## src/rtl/mem_arb_pkg.sv

```systemverilog
// Shared types and constants for the unified-memory arbiter.
// State codes are plain localparams so that older blocks comparing raw
// two-bit state values keep working unchanged.
package mem_arb_pkg;

    typedef logic [1:0] arb_state_t;

    localparam arb_state_t IDLE  = 2'd0;
    localparam arb_state_t ISSUE = 2'd1;
    localparam arb_state_t WAIT  = 2'd2;
    localparam arb_state_t DONE  = 2'd3;

    typedef enum logic {
        OWN_I = 1'b0,
        OWN_D = 1'b1
    } arb_owner_t;

    localparam logic [1:0] SZ_B = 2'b00;
    localparam logic [1:0] SZ_H = 2'b01;
    localparam logic [1:0] SZ_W = 2'b10;

endpackage

```

## src/rtl/mem_arb_pick.sv

```systemverilog
// Owner selection for the memory arbiter.
// Data normally wins; once STARVE_MAX data grants have gone by while a
// fetch was waiting, the fetch is forced through. The streak counter only
// moves during arbitration cycles (arb_en high).
module mem_arb_pick
    import mem_arb_pkg::*;
#(
    parameter int STARVE_MAX = 4
) (
    input  logic       clk,
    input  logic       rst,
    input  logic       arb_en,
    input  logic       i_req,
    input  logic       i_block,
    input  logic       d_req,
    output logic       grant,
    output arb_owner_t owner
);

    localparam int SW = (STARVE_MAX < 1) ? 1 : $clog2(STARVE_MAX + 1);

    logic [SW-1:0] streak;
    logic          i_eligible;
    logic          starved;

    assign i_eligible = i_req & ~i_block;
    assign starved    = (streak == SW'(STARVE_MAX));

    // Grant whenever anything eligible is pending; pick data unless the fetch is starved
    always_comb begin
        grant = arb_en & (i_eligible | d_req);
        owner = OWN_I;
        if (d_req && !(i_eligible && starved)) begin
            owner = OWN_D;
        end
    end

    // Saturating count of data grants taken while a fetch was waiting
    always_ff @(posedge clk) begin
        if (!rst) begin
            streak <= '0;
        end else if (arb_en) begin
            if (grant && owner == OWN_I) begin
                streak <= '0;
            end else if (!i_req) begin
                streak <= '0;
            end else if (grant && owner == OWN_D && !starved) begin
                streak <= streak + 1'b1;
            end
        end
    end

endmodule

```

## src/rtl/mem_arbiter.sv

```systemverilog
// Shares one single-port, variable-latency memory between instruction
// fetch and data load/store. One transaction in flight at a time:
// IDLE (arbitrate) -> ISSUE (mem_req until mem_ready) -> WAIT (until
// mem_rvalid) -> DONE (one-cycle done pulse to the owner).
// Optional feature: define MEM_ARB_FLUSH_EN to add the i_flush input,
// which cancels an in-flight fetch and blocks new fetch grants.
module mem_arbiter
    import mem_arb_pkg::*;
#(
    parameter int STARVE_MAX = 4
) (
    input  logic        clk,
    input  logic        rst,
    input  logic        i_req,
    input  logic [31:0] i_addr,
    output logic [31:0] i_rdata,
    output logic        i_done,
`ifdef MEM_ARB_FLUSH_EN
    input  logic        i_flush,
`endif
    input  logic        d_req,
    input  logic        d_we,
    input  logic [31:0] d_addr,
    input  logic [31:0] d_wdata,
    input  logic [1:0]  d_size,
    output logic [31:0] d_rdata,
    output logic        d_done,
    output logic        mem_req,
    output logic        mem_we,
    output logic [31:0] mem_addr,
    output logic [31:0] mem_wdata,
    output logic [1:0]  mem_size,
    input  logic        mem_ready,
    input  logic        mem_rvalid,
    input  logic [31:0] mem_rdata
);

    arb_state_t state;
    arb_owner_t owner_q;
    arb_owner_t pick_owner;
    logic       grant;
    logic       fetch_block;
    logic       cancel_now;

`ifdef MEM_ARB_FLUSH_EN
    logic cancel_q;
    logic flush_hit;

    assign flush_hit   = i_flush && (owner_q == OWN_I) &&
                         (state == ISSUE || state == WAIT);
    assign fetch_block = i_flush;
    assign cancel_now  = cancel_q | flush_hit;

    // Remember that the in-flight fetch was flushed so its result is dropped
    always_ff @(posedge clk) begin
        if (!rst) begin
            cancel_q <= 1'b0;
        end else if (state == IDLE) begin
            cancel_q <= 1'b0;
        end else if (flush_hit) begin
            cancel_q <= 1'b1;
        end
    end
`else
    assign fetch_block = 1'b0;
    assign cancel_now  = 1'b0;
`endif

    mem_arb_pick #(
        .STARVE_MAX (STARVE_MAX)
    ) u_pick (
        .clk     (clk),
        .rst     (rst),
        .arb_en  (state == IDLE),
        .i_req   (i_req),
        .i_block (fetch_block),
        .d_req   (d_req),
        .grant   (grant),
        .owner   (pick_owner)
    );

    // Transaction sequencer: latch the winner, hand-shake with memory, return data
    always_ff @(posedge clk) begin
        if (!rst) begin
            state     <= IDLE;
            owner_q   <= OWN_I;
            mem_req   <= 1'b0;
            mem_we    <= 1'b0;
            mem_addr  <= '0;
            mem_wdata <= '0;
            mem_size  <= '0;
            i_done    <= 1'b0;
            d_done    <= 1'b0;
            i_rdata   <= '0;
            d_rdata   <= '0;
        end else begin
            i_done <= 1'b0;
            d_done <= 1'b0;
            case (state)
                IDLE: begin
                    if (grant) begin
                        owner_q <= pick_owner;
                        mem_req <= 1'b1;
                        state   <= ISSUE;
                        if (pick_owner == OWN_D) begin
                            mem_we    <= d_we;
                            mem_addr  <= d_addr;
                            mem_wdata <= d_wdata;
                            mem_size  <= d_size;
                        end else begin
                            mem_we    <= 1'b0;
                            mem_addr  <= i_addr;
                            mem_wdata <= '0;
                            mem_size  <= SZ_W;
                        end
                    end
                end
                ISSUE: begin
                    if (mem_ready) begin
                        mem_req <= 1'b0;
                        state   <= WAIT;
                    end
                end
                WAIT: begin
                    if (mem_rvalid) begin
                        state <= DONE;
                        if (owner_q == OWN_D) begin
                            d_done <= 1'b1;
                            if (!mem_we) begin
                                d_rdata <= mem_rdata;
                            end
                        end else if (!cancel_now) begin
                            i_done  <= 1'b1;
                            i_rdata <= mem_rdata;
                        end
                    end
                end
                DONE: begin
                    state <= IDLE;
                end
                default: begin
                    state <= IDLE;
                end
            endcase
        end
    end

endmodule

```

## config.mk

```make
export PLATFORM = sky130hd
export DESIGN_NAME = mem_arbiter
export DESIGN_NICKNAME = d
export VERILOG_FILES = /design/src/rtl/mem_arb_pkg.sv /design/src/rtl/mem_arb_pick.sv /design/src/rtl/mem_arbiter.sv
export SDC_FILE = /design/constraint.sdc
export NUM_CORES = 1
export LEC_CHECK = 0
export ABC_AREA = 1
export CAP_MARGIN = 5
export CORE_MARGIN = 5
export CORE_UTILIZATION = 42
export CTS_BUF_LIST = sky130_fd_sc_hd__clkbuf_4
export CTS_CLUSTER_DIAMETER = 120
export DETAILED_ROUTE_END_ITERATION = 8
export PLACE_DENSITY = 0.88
export SLEW_MARGIN = 5
export SYNTH_ARGS = -nofsm -noshare
export SYNTH_HDL_FRONTEND = slang
export SYNTH_HIERARCHICAL = 1
export SYNTH_SLANG_ARGS = --single-unit
```

## constraint.sdc

```tcl
create_clock -name clk -period 2.6 [get_ports clk]
set_clock_uncertainty 0.15 [all_clocks]
set_input_delay 0.26 -clock clk [delete_from_list [all_inputs] [get_ports clk]]
set_output_delay 0.26 -clock clk [all_outputs]
set_load 0.005 [all_outputs]
```

==> flow_summary_export.csv <==
group,metric,value,unit
die,die_area,15600,µm²
timing,maxSlewHeadroom,60.4,%
global_route,antenna_found_initial,0,
die,fp.dieH,125,µm
clock_network,hold_buffers,1,
finish,syn2layout_area_growth,55.6,%
finish,nets,1122,
finish,fin_area,8610,µm²
route,wl,17.3,mm
clock_network,cts-root-buf,"clkbuf_4",
clock_network,clk_latency,0.51,ns
timing,setup_tns,0,ns
logic_synthesis,ys_seq_elements,140,
hold_path,min_path_cells,3,
timing,fin_ws,0.600,ns
timing,rsz0062_at_grt,"no",
route,wl_per_cell,14.8,µm
critical_path,crit_fanout,32,
pwr,peakVddDrop,0.468,mV
global_route,grt_pass1_wl,27.9,mm
timing,period_needed,2.00,ns
logic_synthesis,synth_top_cell_area_share,50.7,%
logic_synthesis,yosysTopAreaCell,"dfxtp_1",
timing,setup_violations,0,
critical_path,crit_required,2.90,ns
logic_synthesis,syn_avg_cell_area,7.65,µm²
critical_path,rr_endpoint,"d_rdata[15]$_SDFFE_PN0P_",
logic_synthesis,syn_inst,723,
placed_design,portBuffers,270,
timing,maxSlewViolCount,0,
route,drc,0,
pwr,total_power,6710,µW
finish,layout-drive-gt1-share,7.66,%
clock_network,clk_pin_slew_worst_paths,0.11,ns
logic_synthesis,synth_area_leaders,"dfxtp_1, nand2_1, nor2_1",
pwr,powerDensity,780,nW/µm²
critical_path,arrival,2.30,ns
placed_design,pre_cts_ws,0.397,ns
global_route,track_usage,22.0,%
critical_path,r2r_slack,0.60,ns
route,drtPass1Iterations,6,
critical_path,regToRegStartpoint,"state[0]$_SDFFE_PN0P_",
critical_path,critPathKind,"flop to flop",
run_status,status,"finished clean",
route,via_per_inst,4.73,
hold_path,min_from,"d_wdata[9]",
clock_network,htreeDepth,4,
route,drtIter0Drc,271,
route,antenna_left,0,
die,floorplan.initialDensity,42.3,%
timing,tightestPinTransition,0.593,ns
logic_synthesis,ys_warn_count,6,
clock_network,post-cts-setup-buffers,0,
logic_synthesis,synth.distinct_cells,29,
timing,fmax,500,MHz
logic_synthesis,synth_seq_area_share,50.7,%
clock_network,numCtsBuffers,17,
placed_design,finalWeightedCongestion,0.889,
clock_network,cts_tree,"done",
timing,period_share,76.9,%
placed_design,hpwlAfterDp,12.9,mm
clock_network,clock_path_buffers,2,
hold_path,hold_path_class,"primary input to flop",
critical_path,critPathLaunchType,"flop",
critical_path,rr_worst_depth,6,
placed_design,place_inst,1136,
die,io_pins,271,
die,design.core.area,13100,µm²
clock_network,cts_sinks,140,
critical_path,cp-end-kind,"flop",
die,die_w,125,µm
route,vias,5528,
finish,diodes,0,
placed_design,post_dp_cell_area,8340,µm²
die,fp-row-count,42,
pwr,p_leak,0.00351,µW
global_route,first_global_vias,5597,
global_route,grt_max_degree,65,
finish,stdcell_count,1168,
hold_path,hold_end,"mem_wdata[9]$_SDFFE_PN0P_",
logic_synthesis,syn_area,5530,µm²
clock_network,cts_resized,0,
timing,hold_viol_final,0,
job,maxCapViolations,0,
global_route,grt_remaining_overflow,0,
[report_power, final]
group	total (µW)	internal, µW	leakage [µW]	switching, µW
sequential	2780	2560	0.00114	220
combinational	2620	1350	0.00223	1270
clock	1310	550	0.000142	764
[stage by stage]
step                      hold WS, ns  utilization [%]
after floorplan                 0.231                -
after global placement          0.302             63.8
after detailed placement        0.304             63.8
after CTS                      0.0816             65.8
after global routing           0.0828             65.8
final                           0.142             65.8
[worst max-delay path: stages (launching register included)]
cell	delay (ns)
dfxtp_1	0.33
inv_1	0.09
ha_1	0.25
nand4_2	0.31
inv_2	0.56
nor2_1	0.11
nor2_1	0.12
[cells by family (layout without fill, tap and decap cells)]
family,count (synthesis),count (layout),share of synthesized area (%)
compound gates,139,139,14.9
flops,140,140,50.7
fa+ha+maj,5,5,1.13
xor+xnor,1,1,0.158
other cells,1,2,0.0678
buf+inv,101,369,8.14
simple gates,336,336,24.9
[per-layer routing]
metal | vias up | part of all wire [%] | global-route usage (%)
met2 | 206 | 48 | 37.7
li1 | 2821 | - | -
met5 | - | 0 | 0
met3 | 26 | 9.5 | 8.75
met4 | 0 | 2.4 | 8.70
met1 | 2475 | 40 | 24.3
[cells in the mapped netlist]
master,instances
inv_2,10
inv_1,44
ha_1,5
nor3b_1,1
buf_4,5
a21oi_1,38
buf_6,2
nor2_2,1
o21ai_0,60
o21ai_1,6
nand2_4,1
dfxtp_1,140
a21oi_2,2
buf_8,1
buf_1,1
clkbuf_1,17
nand2_2,4
a21boi_4,1
nand3_1,31
nand4_2,1
xor2_1,1
conb_1,1
nand3_2,6
nor2_4,1
nor2_1,138
o211ai_1,26
o211ai_2,6
nand2_1,152
buf_2,21
[placed cells by master (no fill, tap or decap), drive strengths merged, types with 14 or more instances in the layout]
cell type | synthesis | layout
a21oi | 40 | 40
nand3 | 37 | 37
clkdlybuf4s50 | 0 | 269
dfxtp | 140 | 140
inv | 54 | 54
nand2 | 157 | 157
o21ai | 66 | 66
nor2 | 140 | 140
clkbuf | 17 | 17
o211ai | 32 | 32
buf | 30 | 14
[sequential cells by signal, summed over array words and instances (netlist names)]
signal and cells:
d_rdata 32, mem_we 1, mem_size 2, i_done 1, mem_req 1, owner_q 1, i_rdata 32, mem_wdata 32
u_pick/streak 3, state 2, d_done 1, mem_addr 32
[cell type report]
type	instances	area [µm²]
multi-input combinational	483	2280
fill	1080	4480
clock inverter	14	130
clock buffer	17	128
timing repair buffer	284	2840
sequential	140	2800
tap	176	220
inverter	54	203
[how the worst max path moves through the flow]
stage	from	endpoint	depth (start not counted)
4_1_cts	state[0]$_SDFFE_PN0P_	d_rdata[15]$_SDFFE_PN0P_	6
6_report	state[0]$_SDFFE_PN0P_	d_rdata[15]$_SDFFE_PN0P_	6
3_3_place_gp	i_req	mem_addr[10]$_SDFFE_PN0P_	12
2_1_floorplan	state[0]$_SDFFE_PN0P_	mem_addr[25]$_SDFFE_PN0P_	10
5_1_grt	state[0]$_SDFFE_PN0P_	d_rdata[28]$_SDFFE_PN0P_	6
3_5_place_dp	i_req	mem_addr[10]$_SDFFE_PN0P_	12
Power figures use the tool's default switching activity.
